==> src/rtl/lieat_general_pipebuf_pkg.sv <==
// Shared constants and helpers for the lieat elastic pipeline buffer.
// Pointer wrap is explicit so non-power-of-2 depths work correctly.
package lieat_general_pipebuf_pkg;

  localparam int          LIEAT_XLEN     = 32;
  localparam logic [31:0] LIEAT_PC_RESET = 32'h8000_0000;

  typedef enum logic [1:0] {
    BUF_IDLE = 2'b00,
    BUF_PUSH = 2'b01,
    BUF_POP  = 2'b10,
    BUF_XFER = 2'b11
  } buf_op_e;

  function automatic int ptr_wrap(input int ptr, input int depth);
    if (ptr >= depth - 32'sd1) begin
      return 32'sd0;
    end else begin
      return ptr + 32'sd1;
    end
  endfunction

endpackage

==> src/rtl/lieat_general_dffln.sv <==
// One DW-wide storage word with load enable, async active-low reset to DEFAULT
// and a synchronous clear back to DEFAULT.
module lieat_general_dffln #(
  parameter int            DW      = 32,
  parameter logic [DW-1:0] DEFAULT = {DW{1'b0}}
) (
  input  logic          clock,
  input  logic          reset,
  input  logic          clear,
  input  logic          loaden,
  input  logic [DW-1:0] din,
  output logic [DW-1:0] qout
);

  logic [DW-1:0] word_r;

  // storage word: reset/clear to DEFAULT, otherwise load when enabled
  always_ff @(posedge clock or negedge reset) begin
    if (!reset) begin
      word_r <= DEFAULT;
    end else if (clear) begin
      word_r <= DEFAULT;
    end else if (loaden) begin
      word_r <= din;
    end
  end

  assign qout = word_r;

endmodule

==> src/rtl/lieat_general_pipebuf_chk.sv <==
// Occupancy invariants of the pipeline buffer: never push when full,
// never pop when empty.
module lieat_general_pipebuf_chk #(
  parameter int DEPTH = 2,
  parameter int CW    = 2
) (
  input logic          clock,
  input logic          reset,
  input logic          push,
  input logic          pop,
  input logic [CW-1:0] count
);

  a_push_not_full: assert property (@(posedge clock) disable iff (!reset)
    push |-> (count < CW'(DEPTH)));

  a_pop_not_empty: assert property (@(posedge clock) disable iff (!reset)
    pop |-> (count > {CW{1'b0}}));

endmodule

==> src/rtl/lieat_general_pipebuf.sv <==
// DEPTH-entry valid/ready elastic buffer with reset default, settle cycle,
// synchronous flush and optional zero-latency bypass when empty.
module lieat_general_pipebuf
  import lieat_general_pipebuf_pkg::*;
#(
  parameter int            DW      = LIEAT_XLEN,
  parameter int            DEPTH   = 2,
  parameter logic [DW-1:0] DEFAULT = {DW{1'b0}},
  parameter bit            BYPASS  = 1'b0,
  parameter int            CW      = $clog2(DEPTH + 1)
) (
  input  logic          clock,
  input  logic          reset,
  input  logic          flush,
  input  logic          in_valid,
  output logic          in_ready,
  input  logic [DW-1:0] in_data,
  output logic          out_valid,
  input  logic          out_ready,
  output logic [DW-1:0] out_data,
  output logic [CW-1:0] count
);

  localparam int PW = (DEPTH > 1) ? $clog2(DEPTH) : 1;

  logic          s1_r;
  logic [CW-1:0] count_r;
  logic [PW-1:0] rd_ptr_r;
  logic [PW-1:0] wr_ptr_r;
  logic [DW-1:0] entry_q [DEPTH];
  logic [DEPTH-1:0] load_s;

  logic          empty_s;
  logic          full_s;
  logic          in_ready_s;
  logic          pass_s;
  logic          push_s;
  logic          pop_s;
  logic          out_valid_s;
  logic [DW-1:0] out_data_s;
  buf_op_e       op_s;

  // handshake qualification; in_ready never looks at out_ready
  always_comb begin
    empty_s    = (count_r == {CW{1'b0}});
    full_s     = (count_r == CW'(DEPTH));
    in_ready_s = s1_r & ~flush & ~full_s;
    // a bypassed word consumed the same cycle is never written
    pass_s     = BYPASS & empty_s & in_valid & s1_r & ~flush & out_ready;
    push_s     = in_valid & in_ready_s & ~pass_s;
    pop_s      = ~empty_s & out_ready & ~flush;
  end

  // head selection: stored word, bypassed input, or the empty default
  always_comb begin
    out_valid_s = 1'b0;
    out_data_s  = DEFAULT;
    if (!empty_s) begin
      out_valid_s = 1'b1;
      out_data_s  = entry_q[rd_ptr_r];
    end else if (BYPASS) begin
      out_valid_s = in_valid & s1_r & ~flush;
      out_data_s  = (in_valid & s1_r) ? in_data : DEFAULT;
    end else begin
      out_valid_s = 1'b0;
      out_data_s  = DEFAULT;
    end
  end

  // classify the per-cycle update
  always_comb begin
    op_s = BUF_IDLE;
    case ({pop_s, push_s})
      2'b01:   op_s = BUF_PUSH;
      2'b10:   op_s = BUF_POP;
      2'b11:   op_s = BUF_XFER;
      default: op_s = BUF_IDLE;
    endcase
  end

  // control state: settle flag, pointers and occupancy
  always_ff @(posedge clock or negedge reset) begin
    if (!reset) begin
      s1_r     <= 1'b0;
      count_r  <= {CW{1'b0}};
      rd_ptr_r <= {PW{1'b0}};
      wr_ptr_r <= {PW{1'b0}};
    end else begin
      s1_r <= 1'b1;
      if (flush) begin
        count_r  <= {CW{1'b0}};
        rd_ptr_r <= {PW{1'b0}};
        wr_ptr_r <= {PW{1'b0}};
      end else begin
        case (op_s)
          BUF_PUSH: begin
            wr_ptr_r <= PW'(ptr_wrap(32'(wr_ptr_r), DEPTH));
            count_r  <= count_r + {{(CW-1){1'b0}}, 1'b1};
          end
          BUF_POP: begin
            rd_ptr_r <= PW'(ptr_wrap(32'(rd_ptr_r), DEPTH));
            count_r  <= count_r - {{(CW-1){1'b0}}, 1'b1};
          end
          BUF_XFER: begin
            wr_ptr_r <= PW'(ptr_wrap(32'(wr_ptr_r), DEPTH));
            rd_ptr_r <= PW'(ptr_wrap(32'(rd_ptr_r), DEPTH));
          end
          default: begin
            count_r <= count_r;
          end
        endcase
      end
    end
  end

  for (genvar i = 0; i < DEPTH; i++) begin : g_entry
    assign load_s[i] = push_s & (wr_ptr_r == PW'(i));

    lieat_general_dffln #(
      .DW      (DW),
      .DEFAULT (DEFAULT)
    ) u_entry (
      .clock  (clock),
      .reset  (reset),
      .clear  (flush),
      .loaden (load_s[i]),
      .din    (in_data),
      .qout   (entry_q[i])
    );
  end

  lieat_general_pipebuf_chk #(
    .DEPTH (DEPTH),
    .CW    (CW)
  ) u_chk (
    .clock (clock),
    .reset (reset),
    .push  (push_s),
    .pop   (pop_s),
    .count (count_r)
  );

  assign in_ready  = in_ready_s;
  assign out_valid = out_valid_s;
  assign out_data  = out_data_s;
  assign count     = count_r;

endmodule

==> config.mk <==
export PLATFORM = sky130hd
export DESIGN_NAME = lieat_general_pipebuf
export DESIGN_NICKNAME = d
export VERILOG_FILES = /design/src/rtl/lieat_general_pipebuf_pkg.sv /design/src/rtl/lieat_general_dffln.sv /design/src/rtl/lieat_general_pipebuf_chk.sv /design/src/rtl/lieat_general_pipebuf.sv
export SDC_FILE = /design/constraint.sdc
export NUM_CORES = 1
export LEC_CHECK = 0
export ABC_AREA = 1
export CAP_MARGIN = 10
export CORE_UTILIZATION = 55
export DETAILED_ROUTE_END_ITERATION = 6
export PLACE_DENSITY = 0.87
export SLEW_MARGIN = 20
export SYNTH_ARGS = -nofsm -noshare
export SYNTH_HDL_FRONTEND = slang
export SYNTH_SLANG_ARGS = --single-unit
==> constraint.sdc <==
create_clock -name clock -period 2.3 [get_ports clock]
set_input_delay 0.345 -clock clock [delete_from_list [all_inputs] [get_ports clock]]
set_output_delay 0.345 -clock clock [all_outputs]
set_load 0.1 [all_outputs]
==> run metrics, run 1 <==
status completed; WL final 8470 um; Tcrit/Tclk final 94.4%; Design Area, Final 0.00506 mm^2; clock sinks 69; largest family of logic cells by synthesized area compound AO/OA/AOI/OAI gates; initial antenna violation count 0; Synth Area per Inst 8.74 um^2; drt first pass iters 5; RSZ-0062 raised after global routing no; # H-tree levels 3; post-place setup slack 300 ps; Synth Area in Adders 0%; post-synthesis cell type count 25; Skew-Pair Late Insertion Delay 340 ps; Worst path slowest cell dfrtp_4; hold buffer count at cts 0; Synth area leader dfrtp_1; fin. max-slew vios 0; Worst Skew 9.76 ps; area fraction in and, or, nand and nor cells after synthesis 16.8%; Routed Antenna Nets 0; Area Overhead vs Synth 48.4%; area occupied by multi-input gates 0.00169 mm^2; die width 80.7 um; setup TNS 0 ps; Syn Inst Count 390; max cap viols 0; Switching Fraction 43.2%; DIE HEIGHT 80.7 um; row count 28; yosys warns 0; grt ovf 0; flop2flop setup slack 650 ps; GRT Util Overall 28.6%; Clk pwr share 22.5%; Initial DRC Count 252; vias in the first global route 3081; leakage power 0.00204 uW; Total Nets Final 491; PortBufs 72; share of Yosys cell area claimed by the top area cell type 50.6%; DRC 0; Internal 2620 uW; wire length per cell 15.9 um; CP cell instances nor2_1, inv_1, buf_6, o21ai_0, a21oi_4, buf_12; Max FO, Critical Path 32; worst hold path type in2async; Reg clk slew, reported paths 80 ps; most frequent cells in the layout nand2_1, dfrtp_1, o21ai_0; Filler cells 326; total CTS buffers 9; power share of the combinational group 48.1%; CTS tree yes; hold slack 57.7 ps; vias 3052; Power Total 4600 uW; Final Worst Setup Slack 128 ps; Placed Area 0.00484 mm^2; DR vias/cell 5.72; P_sw 1990 uW; Initial Util 57.2%; #FFs+latches synth 69; Pwr Density 910 mW/mm^2; die area 0.00652 mm^2; fin crit period 2170 ps; core area 0.00596 mm^2; critical path type reg2out; I/O pin total 73; Synth Area in XOR/XNOR 0.257%; Fin. Hold Viols 0; Cell Area, Synth 0.00341 mm^2; mux contribution to synthesized area 0.294%; Top delay family on crit path buffers and inverters; maximum clock frequency 460 MHz; Sequential Area 0.00174 mm^2; setup violators final 0; most common cell after layout, fill and taps aside nand2_1; largest net degree at the start of global routing 65; maximum root-to-sink buffer count 2; area fraction in compound gates after synthesis 22.3%; Slew headroom 51.1%; Seq pwr share 29.5%; Crit. End Element output pin; CP Buf/Inv Count 3; Synthesized Nets 427; required time at the worst-slack endpoint 1960 ps; Routability Congestion 0.752; Startpoint Class register; largest cells by area after synthesis dfrtp_1, o21ai_2, nand2_1, o21ai_0, nand3_1; layout cells sized above 1 29.8%; global-route wire length before repair 14100 um; post-synthesis sequential area ratio 50.6%; Slew @ Worst Pin 734 ps; Worst VDD drop 911 uV; CTS root buf clkbuf_8; CP arrival 1830 ps; Max stage delay on crit path 450 ps; ANT cells 0; HPWL after DPL 5310 um
-- per-stage QoR --
stage,utilization (%),std cells
floorplan,-,390
global placement,81.3,518
detailed placement,81.3,518
CTS,84.9,534
global route,84.9,534
finish,84.9,534
-- sequential cells by signal, summed over array words and instances, names as in the netlist --
| signal | count |
|---|---|
| g_entry.u_entry.qout | 64 |
| count | 2 |
| rd_ptr_r | 1 |
| s1_r | 1 |
| wr_ptr_r | 1 |
-- synth_stat cells --
cell and count:
nand2_4 2, o21ai_1 23, o21ai_2 32, xnor2_1 1, nand4_4 1, nand2_1 74, o21ai_0 41, conb_1 1
buf_2 9, nor2_1 5, dfrtp_1 69, buf_4 3, inv_1 36, nand4_1 1, nor2_4 1, clkbuf_1 9
nand2_2 2, buf_6 7, and2_1 1, nand3_4 1, buf_1 1, nand3_1 36, inv_4 1, mux2i_1 1
a21oi_1 32
-- layout make-up --
class	count	share of cell area (%)
tap	75	1.86
inverter	37	2.79
clock buffer	13	3.34
sequential	69	34.4
multi-input combinational	255	33.5
clock inverter	3	0.841
timing repair buffer	82	23.3
-- cell families after synthesis --
family | count (synthesis)
multiplexers | 1
AND/OR/NAND/NOR | 124
flip-flops | 69
AO/OA/AOI/OAI | 128
XOR/XNOR | 1
buffers and inverters | 66
other | 1
-- routing by layer --
layer	track usage [%]	up-vias	part of all wire, %
met5	0	-	0
met4	13.9	0	2.2
met3	5.73	24	5.5
met2	47.0	132	52
met1	36.3	1481	41
li1	-	1415	-
-- final timing paths --
kind | cells past startpoint | to | start
min in group clock | 2 | g_entry[0].u_entry.qout[19]$_DFFE_PN0P_ | g_entry[0].u_entry.qout[19]$_DFFE_PN0P_
setup / recovery | 6 | out_data[20] | count[0]$_DFFE_PN0P_
setup reg to reg | 8 | g_entry[0].u_entry.qout[11]$_DFFE_PN0P_ | count[0]$_DFFE_PN0P_
hold / removal | 1 | g_entry[1].u_entry.qout[25]$_DFFE_PN0P_ | reset
hold reg to reg | 2 | g_entry[0].u_entry.qout[19]$_DFFE_PN0P_ | g_entry[0].u_entry.qout[19]$_DFFE_PN0P_
max in group asynchronous | 2 | g_entry[0].u_entry.qout[19]$_DFFE_PN0P_ | reset
-- power by group through the flow --
| stage | Clock (uW) | Sequential [uW] | Combinational [uW] |
|---|---|---|---|
| after floorplan | 0 | 1400 | 1430 |
| after global placement | 0 | 1370 | 2180 |
| after detailed placement | 0 | 1380 | 2200 |
| after CTS | 1040 | 1350 | 2220 |
| after global routing | 1090 | 1360 | 2300 |
| final | 1040 | 1360 | 2210 |
-- repair_timing --
item | CTS | global route
endpoints found under the setup margin | 0 | 28
buffers inserted | 0 | 0
resized for setup | 0 | 1
(Power assumes the default switching activity.)
==> run 2: changes to the inputs <==
--- a/config.mk
+++ b/config.mk
@@ -7,6 +7,7 @@
 export LEC_CHECK = 0
 export ABC_AREA = 1
 export CAP_MARGIN = 10
+export CORE_ASPECT_RATIO = 0.7
 export CORE_UTILIZATION = 55
 export DETAILED_ROUTE_END_ITERATION = 6
 export PLACE_DENSITY = 0.87
==> run metrics, run 2 (synthesis results as in run 1) <==
status completed; Worst VDD drop 623 uV; critical path type reg2out; Cell Count, Final, Fillers Out 533; Routability Congestion 0.797; Pwr Density 884 mW/mm^2; Initial DRC Count 221; maximum clock frequency 450 MHz; Max FO, Critical Path 23; fin crit period 2220 ps; Routed Antenna Nets 0; Startpoint Class register; Slew @ Worst Pin 610 ps; Worst Skew 5.77 ps; DRC 0; Placed Cells 518; Post-CTS Setup Bufs 0; setup TNS 0 ps; Slew headroom 59.3%; Fin. Hold Viols 0; DIE HEIGHT 67.9 um; grt ovf 0; row count 23; PortBufs 72; Total Nets Final 492; ANT cells 0; vias in the first global route 2974; maximum root-to-sink buffer count 2; DR vias/cell 5.64; Reg clk slew, reported paths 60 ps; layout cells sized above 1 29.9%; RSZ-0062 raised after global routing no; GRT Util Overall 29.4%; HPWL after DPL 5610 um; CTS root buf clkbuf_8; I/O pin total 73; Skew-Pair Late Insertion Delay 340 ps; Final Util 86.4%; most common cell after layout, fill and taps aside nand2_1; global-route wire length before repair 14200 um; drt first pass iters 4; leakage power 0.00203 uW; Crit. End Element output pin; Area Overhead vs Synth 48.0%; Filler cells 303; max cap viols 0; setup violators final 0; # H-tree levels 3; wire length per cell 16.1 um; initial antenna violation count 0; WL final 8610 um; clock sinks 69; number of flip-flops in the largest register 64; Initial Util 58.4%; core area 0.00584 mm^2; CTS tree yes; Tcrit/Tclk final 96.7%; largest net degree at the start of global routing 65; total CTS buffers 9; vias 3006; worst hold path type in2async; required time at the worst-slack endpoint 1960 ps; die width 96.1 um; CP arrival 1880 ps; most frequent cells in the layout nand2_1, dfrtp_1, o21ai_0; die area 0.00652 mm^2; fin. max-slew vios 0
==> run 2: changes by cell type in the layout (fill, tap and decap cells not counted), sizes merged <==
cell,before,now
bufinv,1,0
clkbuf,13,12
clkinv,1,2
clkinvlp,1,0
dlygate4sd3,0,1
==> run 2: cell type report <==
type                    instances  area [um^2]  share of cell area [%]
clock inverters                 2         10.0                   0.198
repair buffers                 83         1210                    24.0
clock buffers                  12          155                    3.07
inverters                      37          141                    2.80
well taps                      75         93.8                    1.86
flip-flops and latches         69         1740                    34.4
multi-input cells             255         1700                    33.6
==> run 2: worst max-delay path, stage by stage (launching register included) <==
cell     delay (ps)
dfrtp_4         460
nor2_2           80
inv_2           200
buf_12          200
o21ai_0         180
a21oi_4         210
buf_12          190
==> run 2: metal layers <==
layer,vias to the layer above,share of wire (%),track usage [%]
li1,1420,-,-
met1,1468,43,38.5
met2,103,50,49.1
met3,15,5.1,5.78
met4,0,1.7,11.4
met5,-,0,0
==> run 2: timing repair <==
action,CTS,global route
hold endpoints to repair,6,0
endpoints found under the setup margin,23,0
hold buffers,1,0
resized for setup,2,0
==> run 2: metrics by stage <==
step                      setup slack [ps]  cell area (um^2)  hold WS [ps]  total power (uW)
after detailed placement               196              4870           201              3610
after global routing                  5.67              5050           391              4620
after CTS                             59.8              5050           382              4480
after global placement                 344              4870           204              3580
final                                 76.8              5050           381              4460
after floorplan                      -26.1              3760          49.4              2840
==> run 2: final timing paths <==
| path | endpoint | start | cells after the start | slack (ps) |
|---|---|---|---|---|
| worst min-delay path | g_entry[0].u_entry.qout[27]$_DFFE_PN0P_ | reset | 2 | 380 |
| worst max-delay path | out_data[29] | count[0]$_DFFE_PN0P_ | 6 | 80 |
| min in group clock | g_entry[0].u_entry.qout[14]$_DFFE_PN0P_ | g_entry[0].u_entry.qout[14]$_DFFE_PN0P_ | 2 | 480 |
| worst max register to register | g_entry[1].u_entry.qout[25]$_DFFE_PN0P_ | count[0]$_DFFE_PN0P_ | 6 | 550 |
| worst min register to register | g_entry[0].u_entry.qout[14]$_DFFE_PN0P_ | g_entry[0].u_entry.qout[14]$_DFFE_PN0P_ | 2 | 480 |
| max in group asynchronous | g_entry[0].u_entry.qout[30]$_DFFE_PN0P_ | reset | 3 | 1390 |
==> run 2: power by group <==
group | leakage (uW) | switching (uW) | internal, uW | total, uW
logic | 0.00102 | 1470 | 748 | 2220
registers | 0.000922 | 91.8 | 1300 | 1390
clock network | 0.0000881 | 415 | 435 | 850
